### src/rtl/q_argmax.sv
// -----------------------------------------------------------------------------
// q_argmax
//
// Greedy action selector. Takes a serial stream of fp16 Q-values, one per
// action, and after NUM_ACT values reports the index and value of the largest
// one.
//
// Values are ordered by mapping each fp16 word onto an unsigned key. The
// mapping is monotonic: -inf is lowest, -0 sorts below +0, and +inf is highest.
//
// NaN samples never win against a real number. The first sample of a set
// always seeds the running best, even if it is NaN. A later non-NaN sample
// replaces a NaN best. So an all-NaN set reports action 0 and the first value.
//
// Optional build macro: EPSILON_GREEDY_EN
//   When this macro is defined, a 16-bit Fibonacci LFSR (x^16+x^14+x^13+x^11+1)
//   steps every cycle. When its low byte is below EPS, the decision takes a
//   random action index instead of the greedy one, and explore is set.
//   qmax always reports the greedy maximum.
//   When the macro is not defined, explore is constant 0.
//
// Ports
//   clk      clock
//   rst      asynchronous reset, active-high
//   ivalid   Q-value valid; one sample is taken per cycle it is high
//   in       Q-value (fp16: sign[15], exp[14:10], mant[9:0])
//   flush    synchronous abort of the partial set; wins over ivalid
//   ovalid   one-cycle pulse: a decision is ready
//   action   selected action index, held until the next decision
//   qmax     greedy maximum of the set, held until the next decision
//   explore  1 when action was chosen at random, held with action
//   busy     1 while 1..NUM_ACT-1 samples of the current set are taken
// -----------------------------------------------------------------------------
module q_argmax #(
  parameter int          WIDTH     = 16,
  parameter int          NUM_ACT   = 4,
  parameter int          IDX_W     = 2,
  parameter logic [7:0]  EPS       = 8'd26,
  parameter logic [15:0] LFSR_SEED = 16'hACE1
) (
  input  logic             clk,
  input  logic             rst,
  input  logic             ivalid,
  input  logic [WIDTH-1:0] in,
  input  logic             flush,
  output logic             ovalid,
  output logic [IDX_W-1:0] action,
  output logic [WIDTH-1:0] qmax,
  output logic             explore,
  output logic             busy
);

  localparam logic [WIDTH-1:0] SIGN_BIT = {1'b1, {(WIDTH-1){1'b0}}};
  localparam logic [IDX_W-1:0] LAST_IDX = IDX_W'(NUM_ACT - 1);

  typedef enum logic [1:0] {IDLE, ACC, DONE} state_t;

  state_t           state;
  logic [IDX_W-1:0] cnt;
  logic [WIDTH-1:0] best_key;
  logic [IDX_W-1:0] best_idx;
  logic             best_nan;

  // Sample classification and the running comparison.
  logic [WIDTH-1:0] key;
  logic             is_nan;
  logic             take;
  logic             last;
  logic [WIDTH-1:0] win_key;
  logic [IDX_W-1:0] win_idx;
  logic [WIDTH-1:0] win_val;

  // Exploration choice (constant when the LFSR is not built).
  logic             pick;
  logic [IDX_W-1:0] pick_idx;

  // NOTE: combinational blocks assign every output first so that no path
  // leaves a signal unassigned and a latch cannot be inferred.
  always_comb begin
    key     = in[WIDTH-1] ? ~in : (in ^ SIGN_BIT);
    is_nan  = (in[14:10] == 5'h1F) && (in[9:0] != 10'd0);
    last    = (cnt == LAST_IDX);
    // A set always restarts at cnt==0. After that, a real number displaces
    // either a NaN seed or a strictly smaller key. Ties keep the older index.
    take    = (cnt == '0) || (!is_nan && (best_nan || (key > best_key)));
    win_key = take ? key : best_key;
    win_idx = take ? cnt : best_idx;
    // The key mapping can be inverted. A set MSB means the input was positive.
    win_val = win_key[WIDTH-1] ? (win_key ^ SIGN_BIT) : ~win_key;
  end

`ifdef EPSILON_GREEDY_EN
  logic [15:0]      lfsr;
  logic [IDX_W-1:0] rand_idx;

  // Right-shifting Fibonacci form. The taps at bits 0, 2, 3 and 5 realise
  // x^16+x^14+x^13+x^11+1.
  always_ff @(posedge clk or posedge rst) begin
    if (rst) begin
      lfsr <= LFSR_SEED;
    end else begin
      lfsr <= {lfsr[0] ^ lfsr[2] ^ lfsr[3] ^ lfsr[5], lfsr[15:1]};
    end
  end

  assign rand_idx = lfsr[IDX_W+7:8];
  assign pick     = (lfsr[7:0] < EPS) && (32'(rand_idx) < NUM_ACT);
  assign pick_idx = rand_idx;
`else
  logic unused_cfg;

  assign unused_cfg = ^{EPS, LFSR_SEED};
  assign pick       = 1'b0;
  assign pick_idx   = '0;
`endif

  // NOTE: all sequential state uses non-blocking assignments. Every register
  // then samples the values from before the edge, whatever the statement order.
  always_ff @(posedge clk or posedge rst) begin
    if (rst) begin
      state    <= IDLE;
      cnt      <= '0;
      best_key <= '0;
      best_idx <= '0;
      best_nan <= 1'b0;
      ovalid   <= 1'b0;
      action   <= '0;
      qmax     <= '0;
      explore  <= 1'b0;
      busy     <= 1'b0;
    end else begin
      ovalid <= 1'b0;
      if (flush) begin
        // Drop the partial set and any sample offered in this cycle.
        // Results of the previous decision stay on the outputs.
        state <= IDLE;
        cnt   <= '0;
        busy  <= 1'b0;
      end else if (ivalid) begin
        if (take) begin
          best_key <= key;
          best_idx <= cnt;
          best_nan <= is_nan;
        end
        if (last) begin
          state   <= DONE;
          cnt     <= '0;
          busy    <= 1'b0;
          ovalid  <= 1'b1;
          qmax    <= win_val;
          action  <= pick ? pick_idx : win_idx;
          explore <= pick;
        end else begin
          state <= ACC;
          cnt   <= cnt + 1'b1;
          busy  <= 1'b1;
        end
      end else if (state == DONE) begin
        state <= IDLE;
      end
    end
  end

endmodule

### config.mk
export PLATFORM = sky130hd
export DESIGN_NAME = q_argmax
export DESIGN_NICKNAME = d
export VERILOG_FILES = /design/src/rtl/q_argmax.sv
export SDC_FILE = /design/constraint.sdc
export NUM_CORES = 1
export LEC_CHECK = 0
export ABC_AREA = 1
export CAP_MARGIN = 25
export CELL_PAD_IN_SITES_DETAIL_PLACEMENT = 0
export CELL_PAD_IN_SITES_GLOBAL_PLACEMENT = 2
export CORE_UTILIZATION = 33
export DETAILED_ROUTE_END_ITERATION = 10
export GPL_ROUTABILITY_DRIVEN = 0
export PLACE_DENSITY = 0.89
export SYNTH_ARGS = -nofsm -noshare
export SYNTH_HDL_FRONTEND = slang
export SYNTH_SLANG_ARGS = --single-unit
### constraint.sdc
create_clock -name clk -period 2.9 [get_ports clk]
set_input_delay 0.58 -clock clk [delete_from_list [all_inputs] [get_ports clk]]
set_output_delay 0.58 -clock clk [all_outputs]
set_load 0.03 [all_outputs]
Word level (Yosys, flattened, before mapping)

Cells that the tools add are included.
W data, S select, Z words.

Output and inout port bits: 21
Register bits: 41
Logic and storage cells: 41

Equal/unequal tests: 2
Reductions and logical operators: 11
Bitwise logic cells: 5
Order comparisons: 1
$add $sub $neg: 1
Mux-type cells: 13

Operators by type and width:

| cell                  | count |
|---|---|
| $mux W16              | 3 |
| $not A16 Y16          | 2 |
| $gt A16 B16 Y1        | 1 |
| $reduce_bool A10 Y1   | 1 |
| $mux W2               | 4 |
| $mux W1               | 6 |
| $reduce_and A3 Y1     | 2 |
| $eq A5 B5 Y1 const B  | 1 |
| $not A1 Y1            | 3 |
| $add A2 B1 Y2 const B | 1 |
| $eq A2 B2 Y1 const B  | 1 |
| $logic_and A1 B1 Y1   | 2 |
| $logic_not A2 Y1      | 1 |
| $logic_or A1 B1 Y1    | 2 |
| $reduce_and A2 Y1     | 1 |
| $reduce_bool A2 Y1    | 1 |
| $logic_not A1 Y1      | 1 |

Longest topological paths before layout

Depth after elaboration: 9
Gate-level depth with buffers: 23

Worst setup path before layout

Ideal clock, no wire load.

Kind: input port to flip-flop
Start: input port in[15]
End: register best_key[1]
Arrival: 2707 ps
Library setup time: 127 ps
Cell stages on the path: 20
Path buffers: 4
Path slack: 66 ps
Cell sequence: buf_2 -> buf_2 -> xnor2_1 -> inv_1 -> ha_1 -> nand2_1 -> nor2_1 -> nand2_1 -> nand2_1 -> nand2_1 -> nand2_1 -> nand2_1 -> nand2_2 -> nand2_4 -> nand2_4 -> nand2_1 -> buf_6 -> buf_6 -> nand2_1 -> o21ai_2

Longest elaborated chain between the ends: 7
Elaborated cells on any way between the ends: 8
Those cells by class: 1 x order compare; 2 x mux; 2 x bitwise; 3 x reduce/logical

Ends and longest elaborated chain:

| element                                                     | line | RTL |
|---|---|---|
| start: declaration                                          | 44   | `input logic [WIDTH-1:0] in,` |
| $not A1 Y1 (no line) / $not A16 Y16 (equally long branches) | --   |  |
| $mux W16 *                                                  | 80   | `key = in[WIDTH-1] ? ~in : (in ^ SIGN_BIT);` |
| $gt A16 B16 Y1                                              | 85   | `take = (cnt == '0) \|\| (!is_nan && (best_nan \|\| (key > best_key)));` |
| $logic_or A1 B1 Y1                                          | 85   |  |
| $logic_and A1 B1 Y1                                         | 85   |  |
| $logic_or A1 B1 Y1                                          | 85   |  |
| $mux W16 *                                                  | --   |  |
| end signal: assignment                                      | 141  | `best_key <= key;` |
| end: declaration                                            | 60   | `logic [WIDTH-1:0] best_key;` |

Mark *: on every way between the ends. The rest lies on a longest branch, timed or not.
A chain may end at the register's enable or synchronous reset.

Worst setup path in the final report

Start: input port in[8]
End: register qmax[0]

Longest elaborated chain between the ends: 9
Elaborated cells on any way between the ends: 12
Those cells by class: 1 x order compare; 3 x mux; 2 x bitwise; 6 x reduce/logical

Ends and longest elaborated chain:

| element                | line | RTL |
|---|---|---|
| $not A16 Y16           | 80   |  |
| $mux W16               | 80   |  |
| $gt A16 B16 Y1         | 85   |  |
| $logic_or A1 B1 Y1     | 85   |  |
| $logic_and A1 B1 Y1 *  | 85   |  |
| $logic_or A1 B1 Y1 *   | 85   |  |
| $mux W16 *             | --   |  |
| $not A16 Y16           | 89   | `win_val = win_key[WIDTH-1] ? (win_key ^ SIGN_BIT) : ~win_key;` |
| $mux W16 *             | 89   |  |
| end signal: assignment | 150  | `qmax <= win_val;` |
| end: declaration       | 48   | `output logic [WIDTH-1:0] qmax,` |

Marked as above.

==> flow_summary.toml <==
[setup_path]
cp_max_fo = 8
r2r_start = "best_key[10]$_DFFE_PP0P_"
arrival_ps = 2920
crit_end = "qmax[0]$_DFFE_PP0P_"
critPathCaptureType = "flop"
cp_data_required_time_ps = 3090
path_class = "in -> reg"
reg2reg_depth = 16
cp-start-kind = "input port"
r2r_setup_slack_ps = 660
r2r_end = "qmax[0]$_DFFE_PP0P_"
startpoint = "in[8]"

[synth]
synth_seq_cells = 41
synth-edff-count = 0
muxShareOfSynthArea_pct = 0
ys_seq_area_share_pct = 35.19
synth_fa_ha_area_share_pct = 7.725
synth_top_family_by_area = "simple AND/OR/NAND/NOR gates"
ys_async_sr_fraction_pct = 100.0
synth_nets = 453
ys_types = 29
synthXorXnorAreaFrac_pct = 4.506
synth-compound-area-share_pct = 7.725
yosys.area_share.simple_pct = 34.12
synth_cells = 415
synth-main-ff-cell = "dfrtp_1"
syn_area_um2 = 2915
syn_avg_cell_area_um2 = 7.025
ys_warn_count = 0

[pwr]
ir_drop_mv = 0.2685
power.leakage_uw = 0.002240
fin_total_pwr_uw = 2547
pwr_density_cell_nw_per_um2 = 624.3

[clock_tree]
htree_levels = 2
cts_tree = "yes"
cts_num_sinks = 41
clk_path_buf_depth = 2
cts_root_buf = "clkbuf_8"
cts_inserted_buffers = 5
clock_latency_ps = 290
path_clk_slew_ps = 80

[die]
dieArea_um2 = 9214
die_y_um = 95.99
rows = 33
num_io_pins = 41
chipWidth_um = 95.99
initial_core_util_pct = 34.78
core_um2 = 8382

[final_layout]
syn_to_final_growth_pct = 39.96
fin_nets = 535
antenna_cells = 0
drive_gt1_share_pct = 20.12
final_area_um2 = 4080

[place]
dpl_cell_area_um2 = 3739
dp_hpwl_um = 5642
pre_cts_ws_ps = -580.6
port_buffers = 39

[global_route]
overflow = 0
grt.total_usage_pct = 17.62
grt_pass1_vias = 2572
grt_first_pass_wirelength_um = 12520
grt_max_degree = 42
antenna_found_initial = 0

[routing]
routed_via_density = 4.704
drt-pass1-iter-count = 5
vias = 2832
drt_iter0_drc = 147
antenna_left = 0
drc = 0
wirelength_um = 7739
wire_per_inst_um = 12.86

[hold_path]
hp-class = "reg -> reg"
min_from = "qmax[5]$_DFFE_PP0P_"

[sta]
fmax_mhz = 365.6
min_period_ps = 2735
setup_viol = 0
fin_crit_sh_pct = 94.32
finalClockSkew_ps = 6.891
timing.final.ws_setup_ps = 164.7
worstMarginPinSlew_ps = 644.9
max-slew-margin-rel_pct = 56.96
drv_slew = 0
finalHoldViolCount = 0

[status]
status = "complete, no violations"

[run]
drv_cap = 0
==> routing by layer <==
metal	global-route usage [%]	share of wire (%)	vias to the layer above
met5	0	0	-
met4	5.224	1.7	0
met3	2.370	4.1	11
met2	27.25	46	73
met1	25.38	48	1281
li1	-	-	1467
==> cell usage in the layout, fill, tap and decap left out, types with 2 or more instances in the layout <==
cell type / count
nand2_1: 166
nand3_1: 51
buf_4: 49
inv_1: 45
dfrtp_1: 41
clkdlybuf4s50_1: 27
ha_1: 17
o21ai_0: 12
xnor2_2: 11
dlymetal6s2s_1: 11
o21ai_2: 10
nor2_1: 7
a21oi_1: 6
clkbuf_8: 5
buf_6: 5
nand2_2: 4
o21ai_1: 4
nor4_1: 2
xnor2_4: 2
buf_12: 2
==> flip-flops by register name, indices dropped and copies added (netlist names), named ones only <==
name,count
action,2
best_idx,2
best_key,15
best_nan,1
busy,1
cnt,2
ovalid,1
qmax,16
==> cells in the mapped netlist, drive strengths merged (2+ instances only) <==
master | n | area share [%]
nand2 | 172 | 23
clkbuf | 7 | 0.94
o21ai | 26 | 5.8
buf | 14 | 3.7
inv | 45 | 5.8
xnor2 | 14 | 4.2
a21oi | 7 | 1.2
nor4 | 2 | 0.43
ha | 18 | 7.7
nand3 | 51 | 8.8
nor2 | 8 | 1.0
or2 | 2 | 0.43
dfrtp | 41 | 35
==> worst min path at each step <==
| stage | depth (start not counted) | end | slack (ps) |
|---|---|---|---|
| after floorplan | 2 | best_idx[1]$_DFFE_PP0P_ | 450 |
| after global placement | 2 | best_idx[1]$_DFFE_PP0P_ | 460 |
| after detailed placement | 2 | qmax[5]$_DFFE_PP0P_ | 470 |
| after CTS | 2 | qmax[5]$_DFFE_PP0P_ | 490 |
| after global routing | 2 | qmax[4]$_DFFE_PP0P_ | 510 |
| final | 2 | qmax[5]$_DFFE_PP0P_ | 480 |
==> power breakdown <==
| part | internal [uW] | total [uW] | switching [uW] |
|---|---|---|---|
| combinational | 558 | 1290 | 735 |
| sequential | 707 | 799 | 91.3 |
| clock | 251 | 456 | 205 |
| total | 1520 | 2550 | 1030 |
==> through the flow <==
step | hold WS [ps] | utilization, % | cells | TNS [ps]
2_1_floorplan | 449.6 | - | 415 | 0
3_3_place_gp | 459.7 | 44.60 | 593 | -17730
3_5_place_dp | 467.1 | 44.60 | 593 | -18330
4_1_cts | 489.9 | 46.23 | 600 | 0
5_1_grt | 512.0 | 48.68 | 602 | -74.29
6_report | 483.0 | 48.68 | 602 | 0
==> critical path, cell delays in order <==
cell and delay (ps):
clkdlybuf4s50_1 520, xnor2_2 130, inv_1 90, ha_1 280, nand4_1 140, nor3_4 170, nand2_1 70, nand2_1 50
nand2_1 60, nand2_2 70, nand2_4 90, nand2_8 90, nand2_1 80, nand2_2 120, buf_6 140, nand2_1 60
nand3_1 120, nand2_1 60
==> what timing repair did <==
action	in CTS	in global routing
pin swaps	1	5
gates cloned	0	1
hold buffers	0	0
setup buffers	0	1
endpoints found under the hold margin	0	0
gates resized for setup	6	35
setup endpoints to repair	37	36
==> cells by family (layout without fill, tap and decap cells) <==
logic type | Yosys count | after routing
AND/OR/NAND/NOR | 237 | 237
XOR/XNOR | 15 | 15
AO/OA/AOI/OAI | 36 | 36
adder cells (fa/ha/maj) | 18 | 18
buffers and inverters | 67 | 149
flip-flops | 41 | 41
other | 1 | 1
==> final cells by class <==
type	instances	area, um2
fillers	863	4302
multi-input cells	307	1744
flip-flops and latches	41	1026
repair buffers	96	902.1
inverters	46	172.7
well taps	105	131.4
clock buffers	5	68.82
clock inverters	2	35.03
Note: power is estimated with default switching activity, not from simulation.
